--- config.mk ---
export PLATFORM = sky130hd
export DESIGN_NAME = pipelined_cla_adder
export DESIGN_NICKNAME = d
export VERILOG_FILES = /design/src/rtl/pipelined_cla_adder.sv
export SDC_FILE = /design/constraint.sdc
export NUM_CORES = 1
export LEC_CHECK = 0
export CAP_MARGIN = 20
export CORE_AREA = 2 2 123 89
export DETAILED_ROUTE_END_ITERATION = 8
export DIE_AREA = 0 0 125 91
export PLACE_DENSITY = 0.85
export SKIP_CTS_REPAIR_TIMING = 1
export SLEW_MARGIN = 20
export SYNTH_ARGS = -nofsm -noshare
export SYNTH_HDL_FRONTEND = slang
export SYNTH_SLANG_ARGS = --single-unit
--- constraint.sdc ---
create_clock -name clk -period 6.4 [get_ports clk]
set_input_delay 1.28 -clock clk [delete_from_list [all_inputs] [get_ports clk]]
set_output_delay 1.28 -clock clk [all_outputs]
set_load 0.02 [all_outputs]
--- src/rtl/pipelined_cla_adder.sv ---
// Two-stage pipelined carry-lookahead adder/subtractor with valid/ready handshakes.
// Define ADDER_FLAGS_EN to build the registered Z/N/V flag outputs.
module pipelined_cla_adder #(
    parameter int unsigned WIDTH = 32,
    parameter int unsigned GROUP = 4
) (
    input  logic             clk,
    input  logic             rst,
    input  logic             in_valid,
    output logic             in_ready,
    input  logic [WIDTH-1:0] in_a,
    input  logic [WIDTH-1:0] in_b,
    input  logic             in_cin,
    input  logic             in_sub,
    output logic             out_valid,
    input  logic             out_ready,
    output logic [WIDTH-1:0] out_sum,
    output logic             out_cout,
    output logic             out_z,
    output logic             out_n,
    output logic             out_v
);
    localparam int NGRP = WIDTH / 4;

    if (GROUP != 4 || (WIDTH % 4) != 0 || WIDTH < 4 || WIDTH > 64) begin : g_cfg_err
        $error("pipelined_cla_adder: GROUP must be 4 and WIDTH a multiple of 4 in 4..64");
    end

    logic [WIDTH-1:0] w_b_eff, w_p, w_g;
    logic [NGRP-1:0]  w_gp, w_gg;
    logic             w_cin_eff, w_accept, w_s2_adv;

    logic             r_s1_valid, r_cin, r_a_msb, r_b_msb;
    logic [WIDTH-1:0] r_p, r_g;
    logic [NGRP-1:0]  r_gp, r_gg;

    logic [NGRP:0]    w_gc;
    logic [WIDTH-1:0] w_c, w_sum;
    logic             w_la_c, w_la_p;

    logic             r_out_valid, r_cout;
    logic [WIDTH-1:0] r_sum;

    assign w_s2_adv = r_s1_valid & (~r_out_valid | out_ready);
    assign in_ready = ~r_s1_valid | w_s2_adv;
    assign w_accept = in_valid & in_ready;

    assign w_b_eff   = in_sub ? ~in_b : in_b;
    assign w_cin_eff = in_sub | in_cin;
    assign w_p       = in_a ^ w_b_eff;
    assign w_g       = in_a & w_b_eff;

    always_comb begin
        w_gp = '0;
        w_gg = '0;
        for (int k = 0; k < NGRP; k++) begin
            w_gp[k] = &w_p[4*k +: 4];
            w_gg[k] = w_g[4*k+3] | (w_p[4*k+3] & w_g[4*k+2])
                    | (w_p[4*k+3] & w_p[4*k+2] & w_g[4*k+1])
                    | ((&w_p[4*k+1 +: 3]) & w_g[4*k]);
        end
    end

    always_ff @(posedge clk or posedge rst) begin
        if (rst) begin
            r_s1_valid <= 1'b0;
            r_p        <= '0;
            r_g        <= '0;
            r_gp       <= '0;
            r_gg       <= '0;
            r_cin      <= 1'b0;
            r_a_msb    <= 1'b0;
            r_b_msb    <= 1'b0;
        end else begin
            if (w_accept) begin
                r_s1_valid <= 1'b1;
                r_p        <= w_p;
                r_g        <= w_g;
                r_gp       <= w_gp;
                r_gg       <= w_gg;
                r_cin      <= w_cin_eff;
                r_a_msb    <= in_a[WIDTH-1];
                r_b_msb    <= w_b_eff[WIDTH-1];
            end else if (w_s2_adv) begin
                r_s1_valid <= 1'b0;
            end
        end
    end

    // Second-level lookahead: each group carry is a flat sum of products, not a ripple chain.
    always_comb begin
        w_gc    = '0;
        w_gc[0] = r_cin;
        w_la_c  = 1'b0;
        w_la_p  = 1'b1;
        for (int k = 0; k < NGRP; k++) begin
            w_la_c = 1'b0;
            w_la_p = 1'b1;
            for (int j = k; j >= 0; j--) begin
                w_la_c = w_la_c | (w_la_p & r_gg[j]);
                w_la_p = w_la_p & r_gp[j];
            end
            w_gc[k+1] = w_la_c | (w_la_p & r_cin);
        end
    end

    always_comb begin
        w_c = '0;
        for (int k = 0; k < NGRP; k++) begin
            w_c[4*k]   = w_gc[k];
            w_c[4*k+1] = r_g[4*k] | (r_p[4*k] & w_gc[k]);
            w_c[4*k+2] = r_g[4*k+1] | (r_p[4*k+1] & r_g[4*k])
                       | (r_p[4*k+1] & r_p[4*k] & w_gc[k]);
            w_c[4*k+3] = r_g[4*k+2] | (r_p[4*k+2] & r_g[4*k+1])
                       | (r_p[4*k+2] & r_p[4*k+1] & r_g[4*k])
                       | (r_p[4*k+2] & r_p[4*k+1] & r_p[4*k] & w_gc[k]);
        end
    end

    assign w_sum = r_p ^ w_c;

    always_ff @(posedge clk or posedge rst) begin
        if (rst) begin
            r_out_valid <= 1'b0;
            r_sum       <= '0;
            r_cout      <= 1'b0;
        end else begin
            if (w_s2_adv) begin
                r_out_valid <= 1'b1;
                r_sum       <= w_sum;
                r_cout      <= w_gc[NGRP];
            end else if (out_ready) begin
                r_out_valid <= 1'b0;
            end
        end
    end

    assign out_valid = r_out_valid;
    assign out_sum   = r_sum;
    assign out_cout  = r_cout;

`ifdef ADDER_FLAGS_EN
    logic r_z, r_n, r_v;

    always_ff @(posedge clk or posedge rst) begin
        if (rst) begin
            r_z <= 1'b0;
            r_n <= 1'b0;
            r_v <= 1'b0;
        end else if (w_s2_adv) begin
            r_z <= ~|w_sum;
            r_n <= w_sum[WIDTH-1];
            r_v <= (r_a_msb == r_b_msb) & (w_sum[WIDTH-1] != r_a_msb);
        end
    end

    assign out_z = r_z;
    assign out_n = r_n;
    assign out_v = r_v;
`else
    logic w_unused_msb;
    assign w_unused_msb = r_a_msb ^ r_b_msb;
    assign out_z = 1'b0;
    assign out_n = 1'b0;
    assign out_v = 1'b0;
`endif

endmodule

Word level (Yosys, flattened, before mapping)
Index checks and enable logic that the tools add are counted.
{ "word_totals": {"out_inout_bits": 38, "input_bits": 70, "register_bits": 115, "wordCells": 319} }
{ "op_classes": {"reduce_logical": 18, "bitwise_logic": 287, "n_mux": 5} }
{ "ops": {"columns": ["cell", "count"], "rows": [
  ["$and 1x1->1", 170],
  ["$or 1x1->1", 111],
  ["$xor 32x32->32", 2],
  ["$and 32x32->32", 1],
  ["$mux 32", 1],
  ["$not 32->32", 1],
  ["$reduce_and 4->1", 8],
  ["$reduce_and 3->1", 8],
  ["$mux 1", 4],
  ["$reduce_bool 2->1", 2],
  ["$not 1->1", 2]
]} }

Longest topological paths before layout
Gate-level depths: netlist of the first run.
{ "logic_depth": {"word_depth": 11, "depth_mapped": 9, "mapped_depth_nobuf": 9} }

Worst setup path before layout of the first run
Ideal clock, no wire load.
{ "synth_timing": {"path_kind": "in2out", "start": "input out_ready", "end": "output in_ready", "path_slack_ps": 3557, "required_ps": 5120, "n_path_buf": 0, "stages": 1, "arrival_ps": 1563, "cell_sequence": "nand3b_1"} }
{ "synth_via": {"elab_chain_len": 3} }
{ "synth_lines": {"columns": ["item", "line", "text"], "rows": [
  ["start, declared", "16", "input logic out_ready,"],
  ["$or 1x1->1", "44", "assign w_s2_adv = r_s1_valid & (~r_out_valid | out_ready);"],
  ["$and 1x1->1", "44", null],
  ["$or 1x1->1", "45", "assign in_ready = ~r_s1_valid | w_s2_adv;"],
  ["end, declared", "10", "output logic in_ready,"]
]} }
Every way passes these cells.

Final worst setup path of the first run
Ends and elaborated chain as after synthesis.

==> metrics.log, run 1 <==
INFO  metric detail_route.wirelength = roughly 12 mm
INFO  metric antenna_cells = 0
INFO  metric use_met1 = a little under a third
INFO  metric std_cell_rows = 31
INFO  metric grt-ovfl-total = 0
INFO  metric power.total = 2.38 mW
INFO  metric tightest_slew = 1.04 ns
INFO  metric synth-edff-count = 0
INFO  metric ys.flop_type = sky130_fd_sc_hd__dfrtp_1
INFO  metric synth_async_sr_flop_share = 100%
INFO  metric final-max-slew-violation-count = 0
INFO  metric longest_clk_path_bufs = 2
INFO  metric globalRouteMet3Util = about 5%
INFO  metric detailedPlacementHpwl = roughly 9 mm
INFO  metric setup-tns-final = 0 ns
INFO  metric max-slew-margin-rel = just over 30%
INFO  metric cp.arrival = between 2 and 3 ns
INFO  metric dr.pass1.iters = 5
INFO  metric num_vias = about 4.1k
INFO  metric routabilityCongestion = 0.816
INFO  metric r2r-start = r_gg[0]
INFO  metric finalWorstPathRequiredPeriod = just under 4 ns
INFO  metric initial_cell_density_of_the_core = 56.3%
INFO  metric chipWidth = around 130 um
INFO  metric pin_count_of_the_biggest_net_entering_global_routing = between 90 and 100
INFO  metric endpoint_worst_hold = out_sum[17]
INFO  metric fin_skew = 0.00755 ns
INFO  metric synth-seq-cells = 108
INFO  metric cpMostUsedCell = sky130_fd_sc_hd__clkdlybuf4s50_1
INFO  metric vias_per_cell = 5.63
INFO  metric numPortBuffers = ~100
INFO  metric crit_type = primary input to primary output
INFO  metric nets = approximately 710
INFO  metric grtUsageTotal = between 20% and 30%
INFO  metric highest_fanout_seen_on_the_critical_path = 3
INFO  metric number_of_top_level_design_ports = approximately 110
INFO  metric grt.met2_usage = 37.5%
INFO  metric worst-endpoint-required = 5.12 ns
INFO  metric cts_tree = done
INFO  metric timing.rr.end = out_sum[29]
INFO  metric critical_path.max_stage_delay = 0.64 ns
INFO  metric report.final.setup_viol = 0
INFO  metric worst_setup_path_start_kind = primary input
INFO  metric worst_path_max_delay_cell = sky130_fd_sc_hd__clkdlybuf4s50_1
INFO  metric root_buffer = sky130_fd_sc_hd__clkbuf_16
INFO  metric hold_path_startpoint = out_sum[17]
INFO  metric rsz0062_at_grt = false
INFO  metric syn_to_final_growth = 24.5%
INFO  metric hold_viol = 0
INFO  metric antenna_violations_before_repair = 0
INFO  metric critical_path.n_buffers_inverters = 2
INFO  metric area_of_the_core = 10200 sq um
INFO  metric cts_buffers = 9
INFO  metric portion_of_the_post_synthesis_area_used_by_sequential_elements = 47.2%
INFO  metric drv_cap = 0
INFO  metric netlist_area = roughly 5700 sq um
INFO  metric netlist_instances = 500
INFO  metric critical_path.endpoint_type = primary output
INFO  metric chipHeight = just over 90 um
INFO  metric leakage = 3.24 nW
INFO  metric fin_ws = approximately 2.5 ns
INFO  metric remaining_drc_errors = 0
INFO  metric critical_path_s_top_delay_family = buffers and inverters
INFO  metric outcome = finished clean
INFO  metric htreeDepth = 3
INFO  metric pre_cts_slack = ~2.5 ns
INFO  metric layoutNonFillerInstCount = 733
INFO  metric r2r_setup_slk = 4.07 ns
INFO  metric min-delay-path-class = register to register
INFO  metric clock_sinks = about 110
INFO  metric drt_first_iter_violations = approximately 270
INFO  metric ff2ff_path_depth = 9
INFO  metric first_global_vias = 4271
INFO  metric ant_nets_after_route = 0
INFO  metric placed_cells = 717
INFO  metric synth_cell_type_count = 50
INFO  metric grt-busiest-layer = met2
INFO  metric path_cells = clkdlybuf4s50_1 -> nand3b_1 -> clkdlybuf4s50_1
INFO  metric final_min_period_over_clock_period = around 60%
INFO  metric dieArea = between 10000 and 15000 sq um
INFO  metric grt_first_pass_wirelength = around 21 mm
INFO  metric irDropWorstVdd = around 0.00015 V
INFO  metric layout-drive-gt1-share = 15.6%
INFO  metric whs_path_depth = 2
INFO  metric routed_wire_length_per_instance = roughly 17 um
INFO  metric postSynthAreaPerCell = approximately 11 sq um
INFO  metric clock_latency = roughly 0.35 ns
INFO  metric power_density = 333 nW/um^2
INFO  metric fmax = approximately 0.26 GHz
INFO  metric synth.yosys.warnings = 0
INFO  metric clkSlewWorstSetupHoldPaths = ~0.070 ns
-- how the worst max path moves through the flow --
stage,start,end,cells after the start
floorplan,rst,out_cout,1
global placement,out_ready,in_ready,3
detailed placement,out_ready,in_ready,3
CTS,out_ready,in_ready,3
global route,out_ready,in_ready,3
finish,out_ready,in_ready,3
-- per-layer routing --
layer,wire length (um),up-vias
met3,773,14
li1,-,1986
met5,0,-
met1,5500,2008
met2,6020,121
met4,136,0
-- report_power, final --
part	internal, mW	switching [mW]
Sequential	0.865	0.154
Clock	0.265	0.252
Combinational	0.440	0.400
-- state kept, by name (all words and copies together) (netlist names) --
signal,cells
r_g,24
r_gg,8
out_valid,1
r_s1_valid,1
r_cin,1
out_cout,1
r_gp,8
out_sum,32
r_p,32
-- cell usage after synthesis (2+ instances only) --
cell,count,share of area (%)
sky130_fd_sc_hd__mux2_2,64,13
sky130_fd_sc_hd__dfrtp_1,108,47
sky130_fd_sc_hd__a21oi_2,3,0.46
sky130_fd_sc_hd__nand4_1,9,0.98
sky130_fd_sc_hd__a21boi_0,3,0.39
sky130_fd_sc_hd__buf_1,2,0.13
sky130_fd_sc_hd__or3_1,3,0.33
sky130_fd_sc_hd__nor4b_1,3,0.46
sky130_fd_sc_hd__a21oi_1,15,1.3
sky130_fd_sc_hd__ha_1,40,8.7
sky130_fd_sc_hd__o21ai_0,37,3.2
sky130_fd_sc_hd__nand3_1,6,0.52
sky130_fd_sc_hd__or4b_1,2,0.35
sky130_fd_sc_hd__inv_1,6,0.39
sky130_fd_sc_hd__o21a_1,3,0.39
sky130_fd_sc_hd__a21o_1,23,3.0
sky130_fd_sc_hd__nand2b_1,6,0.66
sky130_fd_sc_hd__a31oi_1,2,0.22
sky130_fd_sc_hd__clkbuf_1,6,0.39
sky130_fd_sc_hd__xor2_1,45,6.9
sky130_fd_sc_hd__nand2_1,43,2.8
sky130_fd_sc_hd__buf_2,12,1.0
sky130_fd_sc_hd__o211ai_1,2,0.26
sky130_fd_sc_hd__nor3b_1,6,0.79
sky130_fd_sc_hd__a211oi_1,4,0.52
sky130_fd_sc_hd__buf_4,3,0.39
sky130_fd_sc_hd__or4_1,2,0.26
sky130_fd_sc_hd__a211o_1,2,0.31
sky130_fd_sc_hd__nor3_1,2,0.17
sky130_fd_sc_hd__a41oi_1,2,0.31
sky130_fd_sc_hd__xnor2_1,3,0.46
sky130_fd_sc_hd__nor2_1,11,0.72
sky130_fd_sc_hd__o31ai_1,5,0.66
-- cells by family after synthesis --
group	Yosys count	share of synthesized area [%]
buffers and inverters	29	2.36
DFF	108	47.2
and+or+nand+nor	100	8.96
other	1	0.0655
muxes	65	12.8
xor gates and xnor gates	48	7.34
adders and majority gates	40	8.74
AOI/OAI and AO/OA	109	12.5
-- worst min-delay path: stages, from the launching register on --
cell	delay, ns
sky130_fd_sc_hd__dfrtp_1	0.35
sky130_fd_sc_hd__nand2_1	0.05
sky130_fd_sc_hd__o21ai_0	0.06
-- per-stage QoR --
stage / area, sq um / utilization (%) / hold slack [ns]
floorplan: 5730 / - / 0.449
global placement: 6850 / 67.4 / 0.463
detailed placement: 6850 / 67.4 / 0.471
CTS: 7130 / 70.1 / 0.486
global route: 7130 / 70.1 / 0.508
finish: 7130 / 70.1 / 0.480
-- placed cells by master, fill, tap and decap left out, types with 11 or more instances in the layout --
cell	n
sky130_fd_sc_hd__nand2_1	41
sky130_fd_sc_hd__a21o_1	23
sky130_fd_sc_hd__a21oi_1	15
sky130_fd_sc_hd__clkdlybuf4s50_1	103
sky130_fd_sc_hd__mux2_2	64
sky130_fd_sc_hd__nor2_1	11
sky130_fd_sc_hd__dfrtp_1	108
sky130_fd_sc_hd__xor2_1	45
sky130_fd_sc_hd__o21ai_0	37
sky130_fd_sc_hd__ha_1	40
-- cell type report --
class | count | area, sq um
clock buffer | 9 | 225
sequential | 108 | 2700
multi-input combinational | 365 | 2900
clock inverter | 7 | 52.6
inverter | 6 | 25.0
fill | 755 | 3040
tap | 132 | 165
timing repair buffer | 106 | 1050
Note: power is estimated with default switching activity, not from simulation.
==> run 2: changes to the inputs <==
--- a/config.mk
+++ b/config.mk
@@ -6,10 +6,10 @@
 export NUM_CORES = 1
 export LEC_CHECK = 0
 export CAP_MARGIN = 20
-export CORE_AREA = 2 2 123 89
+export CORE_AREA = 2 2 128 92
 export DETAILED_ROUTE_END_ITERATION = 8
-export DIE_AREA = 0 0 125 91
-export PLACE_DENSITY = 0.85
+export DIE_AREA = 0 0 130 94
+export PLACE_DENSITY = 0.8
 export SKIP_CTS_REPAIR_TIMING = 1
 export SLEW_MARGIN = 20
 export SYNTH_ARGS = -nofsm -noshare
==> constraint.sdc (replaced) <==
create_clock -name clk -period 3.87 [get_ports clk]
set_input_delay 0.774 -clock clk [delete_from_list [all_inputs] [get_ports clk]]
set_output_delay 0.774 -clock clk [all_outputs]
set_load 0.02 [all_outputs]
==> run 2 against run 1 <==
Effect of this change:
- combinational power is 67% higher
- die area is 7.4% higher
- critical path type unchanged
- core utilization is 4.1 points lower
- clock power is 70% higher
- first-iteration DRC count is 14% lower
==> metrics.log, run 2 (same netlist as run 1, synthesis figures left out) <==
INFO  metric routed_wire_length_per_instance = 16.2 um
INFO  metric grt_first_pass_wirelength = 20.3 mm
INFO  metric drt_first_iter_violations = ~230
INFO  metric fin_ws = ~1 ns
INFO  metric outcome = finished clean
INFO  metric final-max-slew-violation-count = 0
INFO  metric power_density = approximately 550 nW/um^2
INFO  metric final_min_period_over_clock_period = between 70% and 80%
INFO  metric placed_cells = approximately 740
INFO  metric r2r-start = r_gg[0]
INFO  metric longest_clk_path_bufs = 2
INFO  metric crit_type = primary input to primary output
INFO  metric dr.pass1.iters = 4
INFO  metric max-slew-margin-rel = 34.8%
INFO  metric most-common-layout-cells = sky130_fd_sc_hd__dfrtp_1, sky130_fd_sc_hd__clkdlybuf4s50_1, sky130_fd_sc_hd__mux2_2
INFO  metric detail_route.wirelength = roughly 12 mm
INFO  metric worst-endpoint-required = a little over 3 ns
INFO  metric area_of_the_core = 10900 sq um
INFO  metric clock_latency = between 0.3 and 0.4 ns
INFO  metric pre_cts_slack = a little over 1 ns
INFO  metric critical_path.endpoint_type = primary output
INFO  metric cts_buffers = 9
INFO  metric number_of_top_level_design_ports = around 110
INFO  metric first_global_vias = around 4.1k
INFO  metric nets = 712
INFO  metric clock_sinks = between 100 and 150
INFO  metric timing.rr.end = out_sum[28]
INFO  metric vias_per_cell = 5.43
INFO  metric drv_cap = 0
INFO  metric setup-tns-final = 0 ns
INFO  metric hold_path_startpoint = out_sum[25]
INFO  metric routabilityCongestion = around 0.81
INFO  metric remaining_drc_errors = 0
INFO  metric std_cell_rows = 32
INFO  metric antenna_cells = 0
INFO  metric highest_fanout_seen_on_the_critical_path = 3
INFO  metric layout-drive-gt1-share = between 10% and 20%
INFO  metric layout_commonest_cell = sky130_fd_sc_hd__dfrtp_1
INFO  metric num_vias = between 4k and 5k
INFO  metric cp.arrival = 2.07 ns
INFO  metric cts_tree = done
INFO  metric grt-ovfl-total = 0
INFO  metric min-delay-path-class = register to register
INFO  metric fin_skew = between 0.004 and 0.005 ns
INFO  metric report.final.setup_viol = 0
INFO  metric detailedPlacementHpwl = around 9.1 mm
INFO  metric whs_path_depth = 2
INFO  metric chipHeight = approximately 94 um
INFO  metric numPortBuffers = around 100
INFO  metric layoutNonFillerInstCount = 760
INFO  metric tightest_slew = approximately 0.98 ns
INFO  metric filler_cell_count = roughly 850
INFO  metric antenna_violations_before_repair = 0
INFO  metric r2r_setup_slk = around 1.6 ns
INFO  metric htreeDepth = 3
INFO  metric finalWorstPathRequiredPeriod = around 2.8 ns
INFO  metric pin_count_of_the_biggest_net_entering_global_routing = 84
INFO  metric endpoint_worst_hold = out_sum[25]
INFO  metric irDropWorstVdd = roughly 0.00025 V
INFO  metric ff2ff_path_depth = 7
INFO  metric worst_setup_path_start_kind = primary input
INFO  metric seqCellArea = ~2700 sq um
INFO  metric chipWidth = around 130 um
INFO  metric syn_to_final_growth = 26.0%
INFO  metric clkSlewWorstSetupHoldPaths = roughly 0.07 ns
INFO  metric hold_viol = 0
INFO  metric fmax = 0.352 GHz
INFO  metric multi_input_area = a little under 3000 sq um
INFO  metric dieArea = 12200 sq um
INFO  metric root_buffer = sky130_fd_sc_hd__clkbuf_16
INFO  metric initial_cell_density_of_the_core = 52.4%
INFO  metric rsz0062_at_grt = false
INFO  metric grtUsageTotal = a little over a fifth
INFO  metric leakage = roughly 3.3 nW
INFO  metric ant_nets_after_route = 0
run 2: cell types whose count changed in the layout (fill, tap and decap cells not counted):
cell,before,now
sky130_fd_sc_hd__clkbuf_8,0,3
sky130_fd_sc_hd__clkinv_4,1,0
sky130_fd_sc_hd__inv_6,1,0
sky130_fd_sc_hd__clkbuf_1,0,3
sky130_fd_sc_hd__buf_4,2,7
sky130_fd_sc_hd__clkinvlp_4,4,0
sky130_fd_sc_hd__buf_12,0,1
run 2: layer usage:
layer / share of wire (%) / global-route usage [%] / vias to the layer above / wire (um)
li1: - / - / 1998 / -
met1: 47 / 30.0 / 1993 / 5820
met2: 45 / 33.6 / 123 / 5550
met3: 6.5 / 5.35 / 10 / 798
met4: 0.98 / 4.21 / 0 / 121
met5: 0 / 0 / - / 0
run 2: how the worst max path moves through the flow:
stage               from       end  slack [ns]  cells past startpoint
2_1_floorplan        rst  out_cout        0.25                      1
3_3_place_gp   out_ready  in_ready        1.04                      3
3_5_place_dp   out_ready  in_ready        1.03                      3
5_1_grt        out_ready  in_ready        0.96                      3
4_1_cts        out_ready  in_ready        1.02                      3
6_report       out_ready  in_ready        1.03                      3
run 2: critical path: stages:
cell	delay, ns
sky130_fd_sc_hd__clkdlybuf4s50_1	0.47
sky130_fd_sc_hd__nand3b_1	0.19
sky130_fd_sc_hd__clkdlybuf4s50_1	0.63
run 2: power breakdown:
group / total [mW] / switching [mW] / leakage, nW / internal, mW
logic: 1.40 / 0.668 / 1.82 / 0.732
clock network: 0.878 / 0.389 / 0.140 / 0.490
registers: 1.68 / 0.246 / 1.33 / 1.43
run 2: per-stage QoR:
stage,instance area [sq um],util (%),total power [mW],hold slack [ns]
5_1_grt,7210,66.0,4.20,0.512
6_report,7210,66.0,3.95,0.479
3_5_place_dp,6930,63.4,3.10,0.470
3_3_place_gp,6930,63.4,3.03,0.463
2_1_floorplan,5730,-,2.48,0.449
4_1_cts,7210,66.0,3.99,0.486
run 2: area by class of cell:
cell class              instances  area share (%)
well taps                     153            2.65
inverters                       6           0.347
flip-flops and latches        108            37.5
multi-input cells             365            40.3
clock inverters                 1          0.0694
clock buffers                  15            3.85
repair buffers                112            15.4
==> run 3: changes to the inputs <==
==> constraint.sdc (replaced) <==
create_clock -name clk -period 2.9 [get_ports clk]
set_input_delay 0.58 -clock clk [delete_from_list [all_inputs] [get_ports clk]]
set_output_delay 0.58 -clock clk [all_outputs]
set_load 0.02 [all_outputs]
==> run 3 against run 2 <==
Effect of this change:
- register-to-register slack got worse by 0.99 ns
- final cell count did not move
- via count fell by 1.2%
- critical path type unchanged
- largest cell class unchanged
==> metrics.log, run 3 (same netlist as run 1, synthesis figures left out) <==
INFO  metric outcome = finished clean
INFO  metric routabilityCongestion = a little over 0.8
INFO  metric fin_ws = around 0.45 ns
INFO  metric setup-tns-final = 0 ns
INFO  metric routed_wire_length_per_instance = approximately 16 um
INFO  metric grt_first_pass_wirelength = just under 20 mm
INFO  metric use_met1 = a little under a third
INFO  metric fmax = between 0.4 and 0.5 GHz
INFO  metric irDropWorstVdd = between 0.0003 and 0.0004 V
INFO  metric initial_cell_density_of_the_core = 52.4%
INFO  metric remaining_drc_errors = 0
INFO  metric nets = ~700
INFO  metric grt-ovfl-total = 0
INFO  metric min-delay-path-class = register to register
INFO  metric r2r-start = r_gg[0]
INFO  metric num_vias = around 4k
INFO  metric vias_per_cell = approximately 5.4
INFO  metric grt-busiest-layer = met2
INFO  metric crit_type = primary input to primary output
INFO  metric root_buffer = sky130_fd_sc_hd__clkbuf_16
INFO  metric timing.rr.end = out_sum[29]
INFO  metric crit_end = in_ready
INFO  metric tightest_slew = ~0.58 ns
INFO  metric critical_path.endpoint_type = primary output
INFO  metric grt.met2_usage = approximately a third
INFO  metric max-slew-margin-rel = between 60 and 70%
INFO  metric hold_viol = 0
INFO  metric dieArea = roughly 12000 sq um
INFO  metric clock_latency = about 0.34 ns
INFO  metric drt_first_iter_violations = 288
INFO  metric drv_cap = 0
INFO  metric detailedPlacementHpwl = 8.74 mm
INFO  metric most-common-layout-cells = sky130_fd_sc_hd__dfrtp_1, sky130_fd_sc_hd__clkdlybuf4s50_1, sky130_fd_sc_hd__mux2_2
INFO  metric layout-drive-gt1-share = ~16%
INFO  metric cts_buffers = 9
INFO  metric grtUsageTotal = 20.6%
INFO  metric report.final.setup_viol = 0
INFO  metric final_min_period_over_clock_period = 84.4%
INFO  metric dr.pass1.iters = 4
INFO  metric worst_setup_path_start_kind = primary input
INFO  metric cts_tree = done
INFO  metric filler_cell_count = 817
INFO  metric pin_count_of_the_biggest_net_entering_global_routing = between 100 and 150
INFO  metric layout_commonest_cell = sky130_fd_sc_hd__dfrtp_1
INFO  metric seqCellArea = roughly 2700 sq um
INFO  metric power_density = approximately 750 nW/um^2
INFO  metric timing.hold.ws = roughly 0.48 ns
INFO  metric power.total = 5.46 mW
INFO  metric leakage = between 3 and 4 nW
INFO  metric antenna_cells = 0
INFO  metric pre_cts_slack = roughly 0.45 ns
INFO  metric ff2ff_path_depth = 9
INFO  metric cp.arrival = between 1.5 and 2 ns
INFO  metric rsz0062_at_grt = false
INFO  metric chipWidth = around 130 um
INFO  metric ant_nets_after_route = 0
INFO  metric finalWorstPathRequiredPeriod = around 2.4 ns
INFO  metric htreeDepth = 3
INFO  metric highest_fanout_seen_on_the_critical_path = 3
INFO  metric final-max-slew-violation-count = 0
INFO  metric number_of_top_level_design_ports = 108
INFO  metric area_of_the_core = approximately 11000 sq um
INFO  metric fin_skew = about 0.0066 ns
INFO  metric clock_sinks = approximately 110
INFO  metric std_cell_rows = 32
INFO  metric detail_route.wirelength = 12.0 mm
INFO  metric numPortBuffers = ~100
INFO  metric longest_clk_path_bufs = 2
INFO  metric first_global_vias = approximately 4k
INFO  metric clkSlewWorstSetupHoldPaths = roughly 0.070 ns
INFO  metric globalRouteMet3Util = between 4 and 5%
INFO  metric antenna_violations_before_repair = 0
INFO  metric chipHeight = 94 um
INFO  metric worst-endpoint-required = between 2 and 2.5 ns
INFO  metric syn_to_final_growth = 27.5%
INFO  metric r2r_setup_slk = roughly 0.64 ns
INFO  metric setup.worst_path.start = out_ready
INFO  metric multi_input_area = about 2900 sq um
## run 3: worst max-delay path, stage by stage
cell                              delay, ns
sky130_fd_sc_hd__clkdlybuf4s50_1       0.46
sky130_fd_sc_hd__nand3b_1              0.19
sky130_fd_sc_hd__clkdlybuf4s50_1       0.63
## run 3: per-layer routing
metal	vias to the layer above	part of all wire [%]
met5	-	0
met4	0	0.74
met3	10	4.8
met2	96	45
met1	1966	49
li1	2001	-
## run 3: layout make-up
| class | count | share of cell area, % |
|---|---|---|
| Clock buffer | 13 | 3.70 |
| Clock inverter | 3 | 0.926 |
| Inverter | 6 | 0.360 |
| Multi-Input combinational cell | 365 | 39.8 |
| Sequential cell | 108 | 37.0 |
| Tap cell | 153 | 2.62 |
| Timing Repair Buffer | 112 | 15.5 |
## run 3: worst min-delay path by stage
stage / cells after the start / startpoint / endpoint / slack [ns]
2_1_floorplan: 2 / r_gg[7] / r_gg[7] / 0.45
3_3_place_gp: 2 / out_sum[9] / out_sum[9] / 0.47
3_5_place_dp: 2 / out_sum[9] / out_sum[9] / 0.47
4_1_cts: 2 / out_sum[9] / out_sum[9] / 0.49
5_1_grt: 2 / out_sum[10] / out_sum[10] / 0.51
6_report: 2 / out_sum[17] / out_sum[17] / 0.48
## run 3: through the flow
step,instance area [sq um],util (%),cells
floorplan,5740,-,502
global placement,6960,63.7,744
detailed placement,6960,63.7,744
CTS,7300,66.7,760
global route,7300,66.7,760
finish,7300,66.7,760
## run 3: report_power, final
part	total (mW)	switching, mW	internal (mW)	leakage [nW]
clock network	1.35	0.518	0.828	0.162
registers	2.24	0.332	1.91	1.33
logic	1.87	0.891	0.984	1.83
